==> src/rtl/dwt_lift_sequencer.sv <==
`default_nettype none
// ============================================================================
// Module   : dwt_lift_sequencer
// Purpose  : Sequences the lifting DWT datapath through a 4-phase
//            microsequence and buffers an/dn results in a FWFT FIFO.
// Revision : 1.0 - initial release
// ============================================================================
module dwt_lift_sequencer #(
  parameter int OUT_DEPTH    = 2,
  parameter int FLUSH_CYCLES = 3,
  parameter int CNT_W        = 16
) (
  input  logic             clk,
  input  logic             rst,
  input  logic             in_valid,
  output logic             in_ready,
  input  logic [31:0]      in_even,
  input  logic [31:0]      in_odd,
  input  logic [31:0]      in_next,
  output logic [31:0]      y2n,
  output logic [31:0]      y2n_1,
  output logic [31:0]      y2na,
  output logic [1:0]       s1,
  output logic             s2,
  output logic             s3,
  output logic             s4,
  output logic             s5,
  output logic             s6,
  input  logic [31:0]      an,
  input  logic [31:0]      dn,
  output logic             out_valid,
  input  logic             out_ready,
  output logic [31:0]      out_approx,
  output logic [31:0]      out_detail,
  output logic             busy,
  output logic [CNT_W-1:0] result_cnt
);

  localparam int c_cw = $clog2(OUT_DEPTH + 1);
  localparam int c_pw = $clog2(OUT_DEPTH);
  localparam int c_fw = (FLUSH_CYCLES < 1) ? 1 : $clog2(FLUSH_CYCLES + 1);

  localparam logic [c_cw-1:0] c_depth      = c_cw'(OUT_DEPTH);
  localparam logic [c_cw-1:0] c_depth_m1   = c_cw'(OUT_DEPTH - 1);
  localparam logic [c_pw-1:0] c_last_ptr   = c_pw'(OUT_DEPTH - 1);
  localparam logic [c_fw-1:0] c_flush_init = c_fw'(FLUSH_CYCLES);

  // {s1[1:0], s2, s3, s4, s5, s6}
  localparam logic [6:0] c_sel_ph0 = 7'b00_0_0_0_0_1;
  localparam logic [6:0] c_sel_ph1 = 7'b01_1_1_1_1_1;
  localparam logic [6:0] c_sel_ph2 = 7'b10_1_1_1_1_0;

  typedef enum logic [2:0] {
    st_idle = 3'd0,
    st_ph0  = 3'd1,
    st_ph1  = 3'd2,
    st_ph2  = 3'd3,
    st_ph3  = 3'd4
  } state_t;

  state_t            r_state;
  state_t            w_state_nxt;
  logic [c_fw-1:0]   r_flush;
  logic [c_fw-1:0]   w_flush_nxt;
  logic [c_cw-1:0]   r_count;
  logic [c_cw-1:0]   w_count_nxt;
  logic [c_pw-1:0]   r_rd_ptr;
  logic [c_pw-1:0]   r_wr_ptr;
  logic [63:0]       r_mem [OUT_DEPTH];
  logic [63:0]       r_last;
  logic [63:0]       w_head;
  logic [31:0]       r_y2n;
  logic [31:0]       r_y2n_1;
  logic [31:0]       r_y2na;
  logic [6:0]        r_sel;
  logic [6:0]        w_sel_nxt;
  logic              r_in_ready;
  logic              w_ready_nxt;
  logic              r_busy;
  logic [CNT_W-1:0]  r_result_cnt;
  logic              w_accept;
  logic              w_push;
  logic              w_pop;

  function automatic logic [c_pw-1:0] ptr_inc(input logic [c_pw-1:0] p);
    ptr_inc = (p == c_last_ptr) ? '0 : p + c_pw'(1);
  endfunction

  always_comb begin
    w_accept    = in_valid & r_in_ready;
    w_push      = (r_state == st_ph3);
    w_pop       = (r_count != '0) & out_ready;
    w_count_nxt = r_count + c_cw'(w_push) - c_cw'(w_pop);
    w_flush_nxt = (r_flush != '0) ? r_flush - c_fw'(1) : r_flush;

    w_state_nxt = st_idle;
    case (r_state)
      st_idle: w_state_nxt = w_accept ? st_ph0 : st_idle;
      st_ph0:  w_state_nxt = st_ph1;
      st_ph1:  w_state_nxt = st_ph2;
      st_ph2:  w_state_nxt = st_ph3;
      st_ph3:  w_state_nxt = w_accept ? st_ph0 : st_idle;
      default: w_state_nxt = st_idle;
    endcase

    w_sel_nxt = c_sel_ph0;
    case (w_state_nxt)
      st_ph1:         w_sel_nxt = c_sel_ph1;
      st_ph2, st_ph3: w_sel_nxt = c_sel_ph2;
      default:        w_sel_nxt = c_sel_ph0;
    endcase

    // Readiness is decided one cycle ahead so in_ready leaves a flop.
    w_ready_nxt = (w_flush_nxt == '0) &&
                  (((w_state_nxt == st_idle) && (w_count_nxt < c_depth)) ||
                   ((w_state_nxt == st_ph3)  && (w_count_nxt < c_depth_m1)));

    w_head = (r_count != '0) ? r_mem[r_rd_ptr] : r_last;
  end

  always_ff @(posedge clk) begin
    if (rst) begin
      r_state      <= st_idle;
      r_flush      <= c_flush_init;
      r_count      <= '0;
      r_rd_ptr     <= '0;
      r_wr_ptr     <= '0;
      r_last       <= '0;
      r_y2n        <= '0;
      r_y2n_1      <= '0;
      r_y2na       <= '0;
      r_sel        <= c_sel_ph0;
      r_in_ready   <= 1'b0;
      r_busy       <= 1'b1;
      r_result_cnt <= '0;
    end else begin
      r_state    <= w_state_nxt;
      r_flush    <= w_flush_nxt;
      r_count    <= w_count_nxt;
      r_sel      <= w_sel_nxt;
      r_in_ready <= w_ready_nxt;
      r_busy     <= (w_state_nxt != st_idle) || (w_flush_nxt != '0);
      r_last     <= w_head;
      if (w_push) begin
        r_wr_ptr     <= ptr_inc(r_wr_ptr);
        r_result_cnt <= r_result_cnt + CNT_W'(1);
      end
      if (w_pop) begin
        r_rd_ptr <= ptr_inc(r_rd_ptr);
      end
      // Idle operands stay zero so the K-chain drains between sequences.
      if (w_accept) begin
        r_y2n   <= in_even;
        r_y2n_1 <= in_odd;
        r_y2na  <= in_next;
      end else if (w_state_nxt == st_idle) begin
        r_y2n   <= '0;
        r_y2n_1 <= '0;
        r_y2na  <= '0;
      end
    end
  end

  always_ff @(posedge clk) begin
    if (!rst && w_push) begin
      r_mem[r_wr_ptr] <= {an, dn};
    end
  end

  a_no_overflow: assert property (@(posedge clk) disable iff (rst)
    !(w_push && !w_pop && (r_count == c_depth)));

  assign in_ready                   = r_in_ready;
  assign busy                       = r_busy;
  assign y2n                        = r_y2n;
  assign y2n_1                      = r_y2n_1;
  assign y2na                       = r_y2na;
  assign {s1, s2, s3, s4, s5, s6}   = r_sel;
  assign out_valid                  = (r_count != '0);
  assign {out_approx, out_detail}   = w_head;
  assign result_cnt                 = r_result_cnt;

endmodule
`default_nettype wire

==> config.mk <==
export PLATFORM = sky130hd
export DESIGN_NAME = dwt_lift_sequencer
export DESIGN_NICKNAME = d
export VERILOG_FILES = /design/src/rtl/dwt_lift_sequencer.sv
export SDC_FILE = /design/constraint.sdc
export NUM_CORES = 1
export LEC_CHECK = 0
export CAP_MARGIN = 10
export CORE_MARGIN = 2
export CORE_UTILIZATION = 35
export CTS_CLUSTER_DIAMETER = 40
export DETAILED_ROUTE_END_ITERATION = 12
export GPL_TIMING_DRIVEN = 0
export PLACE_DENSITY_LB_ADDON = 0.15
export SLEW_MARGIN = 10
export SYNTH_ARGS = -nofsm -noshare
export SYNTH_HDL_FRONTEND = slang
export SYNTH_SLANG_ARGS = --single-unit
==> constraint.sdc <==
create_clock -name clk -period 7 [get_ports clk]
set_input_delay 1.05 -clock clk [delete_from_list [all_inputs] [get_ports clk]]
set_output_delay 1.05 -clock clk [all_outputs]
set_load 0.02 [all_outputs]
==> results of run 1 <==
-- stage by stage --
step           setup slack [ns]  utilization, %  TNS, ns  instance area (um^2)
2_1_floorplan            0.2506               -        0                 11320
4_1_cts                   2.464           53.62        0                 17010
3_3_place_gp             -3.561           48.25  -420.23                 15300
3_5_place_dp              2.900           48.70        0                 15450
5_1_grt                   2.264           53.63        0                 17010
6_report                  2.615           53.64        0                 17010
-- flip-flops by register name, indices dropped and copies added, names as in the netlist, 2 cells and up, named ones only --
register / count
y2n_1: 32
r_last: 64
r_sel: 4
result_cnt: 16
r_mem: 128
y2na: 32
r_state: 3
r_count: 2
y2n: 32
r_flush: 2
-- Yosys cell counts, drive strengths merged --
cell | count | area (um^2)
mux2 | 1 | 11.26
nand4bb | 1 | 27.53
inv | 4 | 15.01
or4 | 2 | 18.77
or3 | 5 | 31.28
dfxtp | 192 | 3844
mux2i | 64 | 640.6
xor2 | 5 | 43.79
nand2 | 74 | 277.8
buf | 20 | 110.1
and3 | 1 | 6.260
nor3b | 1 | 7.510
nand3 | 4 | 20.02
o21ai | 70 | 350.3
nand4 | 5 | 31.28
a221oi | 1 | 8.760
nor4 | 3 | 18.77
and2 | 3 | 18.77
a21o | 2 | 15.01
ha | 3 | 37.54
o21a | 1 | 7.510
nor2 | 113 | 424.2
nor4b | 2 | 17.52
edfxtp | 128 | 3844
clkbuf | 50 | 187.7
a211oi | 1 | 7.510
a22oi | 96 | 720.7
xnor2 | 10 | 87.58
nor3 | 9 | 45.04
a21oi | 6 | 30.03
nor2b | 66 | 412.9
-- worst max-delay path, stage by stage (launching register included) --
cell             delay, ns
dfxtp_1               0.31
nor2_1                0.32
clkbuf_1              0.46
clkbuf_1              0.50
buf_2                 0.34
nand2_1               0.07
o21ai_0               0.13
clkdlybuf4s50_1       0.67
-- metal layers --
layer / share of wire [%] / wire [um] / vias to the layer above / GRT usage [%]
met1: 43 / 13990 / 4028 / 24.03
met3: 6.8 / 2198 / 58 / 5.646
met5: 0 / 0 / - / 0
li1: - / - / 4178 / -
met2: 47 / 15290 / 263 / 30.73
met4: 2.8 / 911 / 0 / 6.080
-- power by group --
| group | internal (uW) | switching (uW) |
|---|---|---|
| clock network | 1430 | 864 |
| registers | 2130 | 55.1 |
| logic | 984 | 1280 |
-- final cells by class --
cell class,count,area [um^2]
inverters,4,15.01
fillers,2757,14710
repair buffers,362,3615
well taps,402,503.0
diodes,2,5.005
clock inverters,26,230.2
plain buffers,70,297.8
clock buffers,61,1331
flip-flops and latches,320,7687
multi-input cells,549,3328
-- how the worst min path moves through the flow --
stage	end	slack, ns	cells past startpoint
after floorplan	r_flush[1]	0.43	1
after global placement	r_flush[1]	0.44	1
after detailed placement	r_flush[1]	0.46	1
after CTS	r_flush[1]	0.47	1
after global routing	r_flush[1]	0.49	1
final	r_flush[1]	0.46	1
-- kinds of logic (layout without fill, tap and decap cells) --
group | after synthesis | in the layout
flip-flops | 320 | 320
AND/OR/NAND/NOR | 289 | 289
AO/OA/AOI/OAI | 177 | 177
buffers and inverters | 74 | 523
multiplexers | 65 | 65
XOR/XNOR | 15 | 15
adder cells (fa/ha/maj) | 3 | 3
other | 0 | 2
==> out/qor.csv, run 1 <==
metric,value,unit
io_buffers,348,
dpl.hpwl,23080,um
cts_hold_buffers,0,
cts_resized,0,
layout-drive-gt1-share,8.261,%
dp.cells,1707,
die_w,183.8,um
grt.total_usage,18.86,%
via_count,8527,
max_freq,228.1,MHz
drtAntennaViolNets,0,
path_max_fanout,10,
yosysUniqueCellTypes,35,
clkTransAtPathRegs,0.05,ns
cp-start-kind,flip-flop,
wl_per_cell,18.03,um
ir_drop,0.0002101,V
die_y,183.8,um
crit_path_end_kind,output port,
crit_start,r_count[1],
finalCritPeriodShare,62.64,%
grt_max_degree,14,
whs,0.4641,ns
cp.arrival,3.34,ns
cts_inserted_buffers,47,
boundaryPins,350,
clockBufferDepth,3,
core,31720,um^2
yosys.area_share.simple,11.99,%
p_per_area,396.0,nW/um^2
die_area,33790,um^2
viasPerCell,4.748,
grt-ovfl-total,0,
cts_setup_buffers,0,
first_pass_iters,5,
r2r_slack,3.51,ns
cts.sinks,320,
synth_compound_area_share,10.07,%
synthMuxAreaShare,5.759,%
clockRootBuffer,clkbuf_16,
antenna_found_initial,2,
worst_slew_pin_slew,1.047,ns
fin_cells,1796,
clock_skew,0.02265,ns
rsz0062_at_grt,false,
clock_latency,0.54,ns
fin_crit,4.385,ns
cts_tree,done,
synth-xor-area-share,1.161,%
r2r-start,r_state[1],
synth_top_family_by_area,simple AND/OR/NAND/NOR gates,
grt_pass1_vias,8686,
status,completed,
rr_endpoint,r_mem[1][29],
area_growth,50.31,%
reg2reg_depth,10,
drc,0,
yosysSeqAreaShare,67.92,%
syn_inst,943,
hold_violations,0,
rows,65,
gp_congestion,0.7757,
maxCapViolCount,0,
initial_utilization,35.68,%
ys_ff_latch,320,
syn_area,11320,um^2
grt_pass1_wl,49310,um
crit_required,5.95,ns
drt-total-wl,32390,um
endpoint,out_approx[30],
min_path_type,reg2reg,
synth_fa_ha_area_share,0.3316,%
htreeDepth,2,
max-slew-margin-rel,29.68,%
min_from,r_flush[0],
layout_commonest_cell,clkdlybuf4s50_1,
synth_fp_nets,1110,
syn_area_per_cell,12.00,um^2
drv_slew,0,
layout_common_cells,"348 x clkdlybuf4s50_1, 192 x dfxtp_1, 128 x edfxtp_1",
p_leak,0.005833,uW
drt_iter0_markers,427,
nets,1521,
synth_warnings,0,
setup.worst_path.class,reg2out,
setup_viol,0,
finalPower,6737,uW
Power figures use the tool's default switching activity.
==> run 2, diff against run 1 <==
==> constraint.sdc (replaced) <==
create_clock -name clk -period 3.6 [get_ports clk]
set_input_delay 0.54 -clock clk [delete_from_list [all_inputs] [get_ports clk]]
set_output_delay 0.54 -clock clk [all_outputs]
set_load 0.02 [all_outputs]
==> run 2 against run 1 <==
Compared with the run above:
- utilization up 0.96 points
- critical endpoint is now out_approx[8]
- worst setup slack worse by 2.3 ns
- total power up 100%
- cell area up 1.8%
- via count up 0.60%
- non-clock buffer count down 5
- critical path depth down 3
- critical path type unchanged
==> out/qor.csv, run 2 (synthesis gave the netlist of run 1 again) <==
metric,value,unit
p_per_area,786.9,nW/um^2
first_pass_iters,5,
path_max_fanout,10,
area_growth,53.00,%
drt_iter0_markers,352,
fin_ws,0.2783,ns
setup.worst_path.class,reg2out,
ir_drop,0.0007116,V
p_int,9332,uW
status,completed,
largest_reg_flops,128,
grt_max_degree,14,
clockBufferDepth,3,
layout_common_cells,"348 x clkdlybuf4s50_1, 192 x dfxtp_1, 128 x edfxtp_1",
layout_commonest_cell,clkdlybuf4s50_1,
grt-ovfl-total,0,
clockRootBuffer,clkbuf_16,
max-slew-margin-rel,29.29,%
die_w,183.8,um
maxCapViolCount,0,
rsz0062_at_grt,false,
die_y,183.8,um
clock_power_share,36.6,%
cts_tree,done,
clkTransAtPathRegs,0.05,ns
tns,0,ns
boundaryPins,350,
cts.sinks,320,
nets,1519,
antenna_found_initial,2,
cp-start-kind,flip-flop,
drv_slew,0,
pwr-share-seq,31.4,%
dpl.hpwl,22470,um
min_path_type,in2reg,
via_count,8578,
final_util,54.60,%
cp.arrival,2.78,ns
layout-drive-gt1-share,8.615,%
setup_viol,0,
drtAntennaViolNets,0,
switching_power,4294,uW
fin_crit,3.322,ns
p_leak,0.005937,uW
p_sw_share,31.52,%
finalCritPeriodShare,92.27,%
hold_violations,0,
grt.total_usage,18.44,%
cts_inserted_buffers,50,
io_buffers,348,
drt-total-wl,32000,um
p_comb_share,32.1,%
regMostFlops,r_mem,
rows,65,
max_freq,301.0,MHz
clock_skew,0.02081,ns
wl_per_cell,17.82,um
crit_path_end_kind,output port,
dp.cells,1703,
place_ws,0.2150,ns
fin_cells,1796,
gp_congestion,0.8070,
crit_required,3.06,ns
finalPower,13630,uW
core,31720,um^2
worst_slew_pin_slew,1.053,ns
clock_latency,0.54,ns
htreeDepth,2,
die_area,33790,um^2
top_regs,"r_mem (128), r_last (64)",
grt_pass1_vias,8748,
viasPerCell,4.776,
drc,0,
grt_pass1_wl,48460,um
initial_utilization,35.68,%
## run 2: critical path, cell delays in order, from the launching register on
cell and delay, ns:
dfxtp_1 0.69, buf_2 0.43, mux2i_1 0.12, o21ai_0 0.31, clkdlybuf4s50_1 0.69
## run 2: power by group through the flow
| stage | clock network, uW | logic (uW) | registers, uW |
|---|---|---|---|
| final | 4980 | 4370 | 4270 |
| after global routing | 5260 | 4700 | 4310 |
| after CTS | 5110 | 4440 | 4270 |
| after detailed placement | 0 | 4430 | 4320 |
| after global placement | 0 | 4410 | 4310 |
| after floorplan | 0 | 2310 | 4330 |
## run 2: metal layers
metal	vias to the layer above	routed length [um]	share of wire [%]	GRT usage, %
met1	4047	13560	42	22.98
met5	-	13	0.041	0
met2	264	15100	47	29.83
met3	71	2265	7.1	5.784
li1	4194	-	-	-
met4	2	1071	3.3	7.296
## run 2: path summary, 6_finish.rpt
check | slack (ns) | endpoint | cells after the start | startpoint
setup / recovery | 0.28 | out_approx[8] | 4 | flip-flop
setup reg to reg | 0.91 | r_mem[1][42] | 7 | r_state[1]
hold / removal | 0.42 | r_last[17] | 2 | rst
hold reg to reg | 0.47 | r_flush[1] | 1 | r_flush[0]
## run 2: repair_timing
item | 4_1_cts | 5_1_grt
setup buffers | 0 | 0
hold buffers | 0 | 0
pin swaps | 0 | 0
resized for setup | 2 | 3
endpoints found under the setup margin | 34 | 13
## run 2: layout make-up
type	instances	area (um^2)
diodes	1	2.502
plain buffers	69	299.0
clock buffers	65	1443
clock inverters	28	340.3
fillers	2764	14400
inverters	4	15.01
multi-input cells	549	3343
flip-flops and latches	320	7687
well taps	402	503.0
repair buffers	358	3684
## run 2: metrics by stage
stage	hold WS (ns)	cell area, um^2
6_report	0.4167	17320
5_1_grt	0.4418	17310
4_1_cts	0.4142	17310
3_5_place_dp	0.4593	15530
3_3_place_gp	0.4353	15330
2_1_floorplan	0.4305	11340
==> run 3, diff against run 2 <==
--- a/config.mk
+++ b/config.mk
@@ -10,8 +10,10 @@
 export CORE_UTILIZATION = 35
 export CTS_CLUSTER_DIAMETER = 40
 export DETAILED_ROUTE_END_ITERATION = 12
+export GPL_ROUTABILITY_DRIVEN = 0
 export GPL_TIMING_DRIVEN = 0
 export PLACE_DENSITY_LB_ADDON = 0.15
+export RECOVER_POWER = 25
 export SLEW_MARGIN = 10
 export SYNTH_ARGS = -nofsm -noshare
 export SYNTH_HDL_FRONTEND = slang
==> run 3 against run 2 <==
Compared with the run above:
- count of clock-buffer cells in the layout stayed put
- critical path type unchanged
- critical endpoint unchanged
- hold slack better by 0.0073 ns
- total power decreased by 0.12%
- cell count grew 0.11%
- sequential power about the same
- via count barely moved
- largest power group unchanged
==> out/qor.csv, run 3 (synthesis gave the netlist of run 1 again) <==
metric,value,unit
status,completed,
ir_drop,0.0007120,V
clkTransAtPathRegs,0.05,ns
maxCapViolCount,0,
clock_skew,0.02113,ns
die_area,33790,um^2
multi_input_area,3327,um^2
nets,1519,
setup_viol,0,
antenna_found_initial,7,
cp.arrival,2.81,ns
via_count,8586,
cp_num_buf_inv,2,
grt.total_usage,18.44,%
largest_reg_flops,128,
dpl.hpwl,22470,um
clock_latency,0.54,ns
boundaryPins,350,
io_buffers,348,
grt_pass1_wl,48460,um
cts_tree,done,
top_regs,"r_mem (128), r_last (64)",
viasPerCell,4.775,
clockBufferDepth,3,
dpl-instance-area,15530,um^2
fin_ws,0.2531,ns
drt_iter0_markers,364,
crit_path_end_kind,output port,
drv_slew,0,
postLayoutCellArea,17300,um^2
cts_inserted_buffers,50,
max_freq,298.8,MHz
htreeDepth,2,
setup.worst_path.class,reg2out,
place_ws,0.2150,ns
hold_violations,0,
grt_pass1_vias,8748,
min_path_type,in2reg,
regMostFlops,r_mem,
slowest_delay,0.70,ns
tns,0,ns
initial_utilization,35.68,%
worst_slew_pin_slew,1.062,ns
wl_per_cell,17.84,um
crit_required,3.06,ns
cp_top_family,buffers and inverters,
grt-ovfl-total,0,
layout_common_cells,"284 x clkdlybuf4s50_1, 192 x dfxtp_1, 128 x edfxtp_1",
drtAntennaViolNets,0,
crit_slowest_cell,clkdlybuf4s50_1,
crit_chain,buf_2 > mux2i_1 > o21ai_0 > clkdlybuf4s50_1,
drc,0,
fin_crit,3.347,ns
r2r-start,r_state[1],
core,31720,um^2
rows,65,
p_leak,0.005948,uW
first_pass_iters,4,
cts.sinks,320,
max-slew-margin-rel,28.63,%
layout-drive-gt1-share,8.471,%
rsz0062_at_grt,false,
die_y,183.8,um
area_growth,52.89,%
cp-start-kind,flip-flop,
path_max_fanout,10,
drt-total-wl,32070,um
p_per_area,786.5,nW/um^2
regArea,7687,um^2
layout_commonest_cell,clkdlybuf4s50_1,
min_from,rst,
fillCellCount,2767,
grt_max_degree,14,
clockRootBuffer,clkbuf_16,
die_w,183.8,um
finalCritPeriodShare,92.97,%
## run 3: changes by cell type in the layout (fill, tap and decap cells not counted), moves of 2 or more
| cell | delta |
|---|---|
| clkdlybuf4s50_1 | -64 |
| diode_2 | +2 |
| clkbuf_1 | +3 |
| dlygate4sd3_1 | +64 |
| buf_1 | -2 |
## run 3: path summary, 6_finish.rpt
kind              slack [ns]       endpoint  depth (start not counted)
setup / recovery        0.25  out_approx[8]                          4
hold / removal          0.42     r_last[17]                          2
hold reg to reg         0.47     r_flush[1]                          1
setup reg to reg        0.85   r_mem[1][42]                          7
## run 3: report_power, final
| part | switching, uW | internal (uW) |
|---|---|---|
| logic | 2450 | 1910 |
| clock network | 1720 | 3270 |
| registers | 132 | 4140 |
| total | 4290 | 9320 |
## run 3: layout make-up
cell class | count | share of cell area [%]
inverter | 4 | 0.08677
sequential | 320 | 44.43
buffer | 69 | 1.721
multi-input combinational | 549 | 19.23
clock buffer | 65 | 8.337
antenna | 3 | 0.04338
clock inverter | 28 | 1.967
tap | 402 | 2.907
timing repair buffer | 358 | 21.29
## run 3: routing by layer
layer | vias up | wire (um) | track usage, %
met4 | 6 | 1090 | 7.296
li1 | 4195 | - | -
met3 | 78 | 2170 | 5.784
met5 | - | 34 | 0
met2 | 260 | 14980 | 29.83
met1 | 4047 | 13800 | 22.98
## run 3: repair_timing
action | 4_1_cts | 5_1_grt
resized for setup | 2 | 3
buffers inserted | 0 | 0
hold buffers | 0 | 0
setup endpoints to repair | 34 | 13
## run 3: metrics by stage
step / hold slack (ns) / std cells / power (uW) / utilization (%)
floorplan: 0.4305 / 943 / 6648 / -
global placement: 0.4353 / 1693 / 8720 / 48.32
detailed placement: 0.4593 / 1703 / 8750 / 48.95
CTS: 0.4142 / 1795 / 13820 / 54.57
global route: 0.4418 / 1797 / 14260 / 54.55
finish: 0.4240 / 1798 / 13610 / 54.56
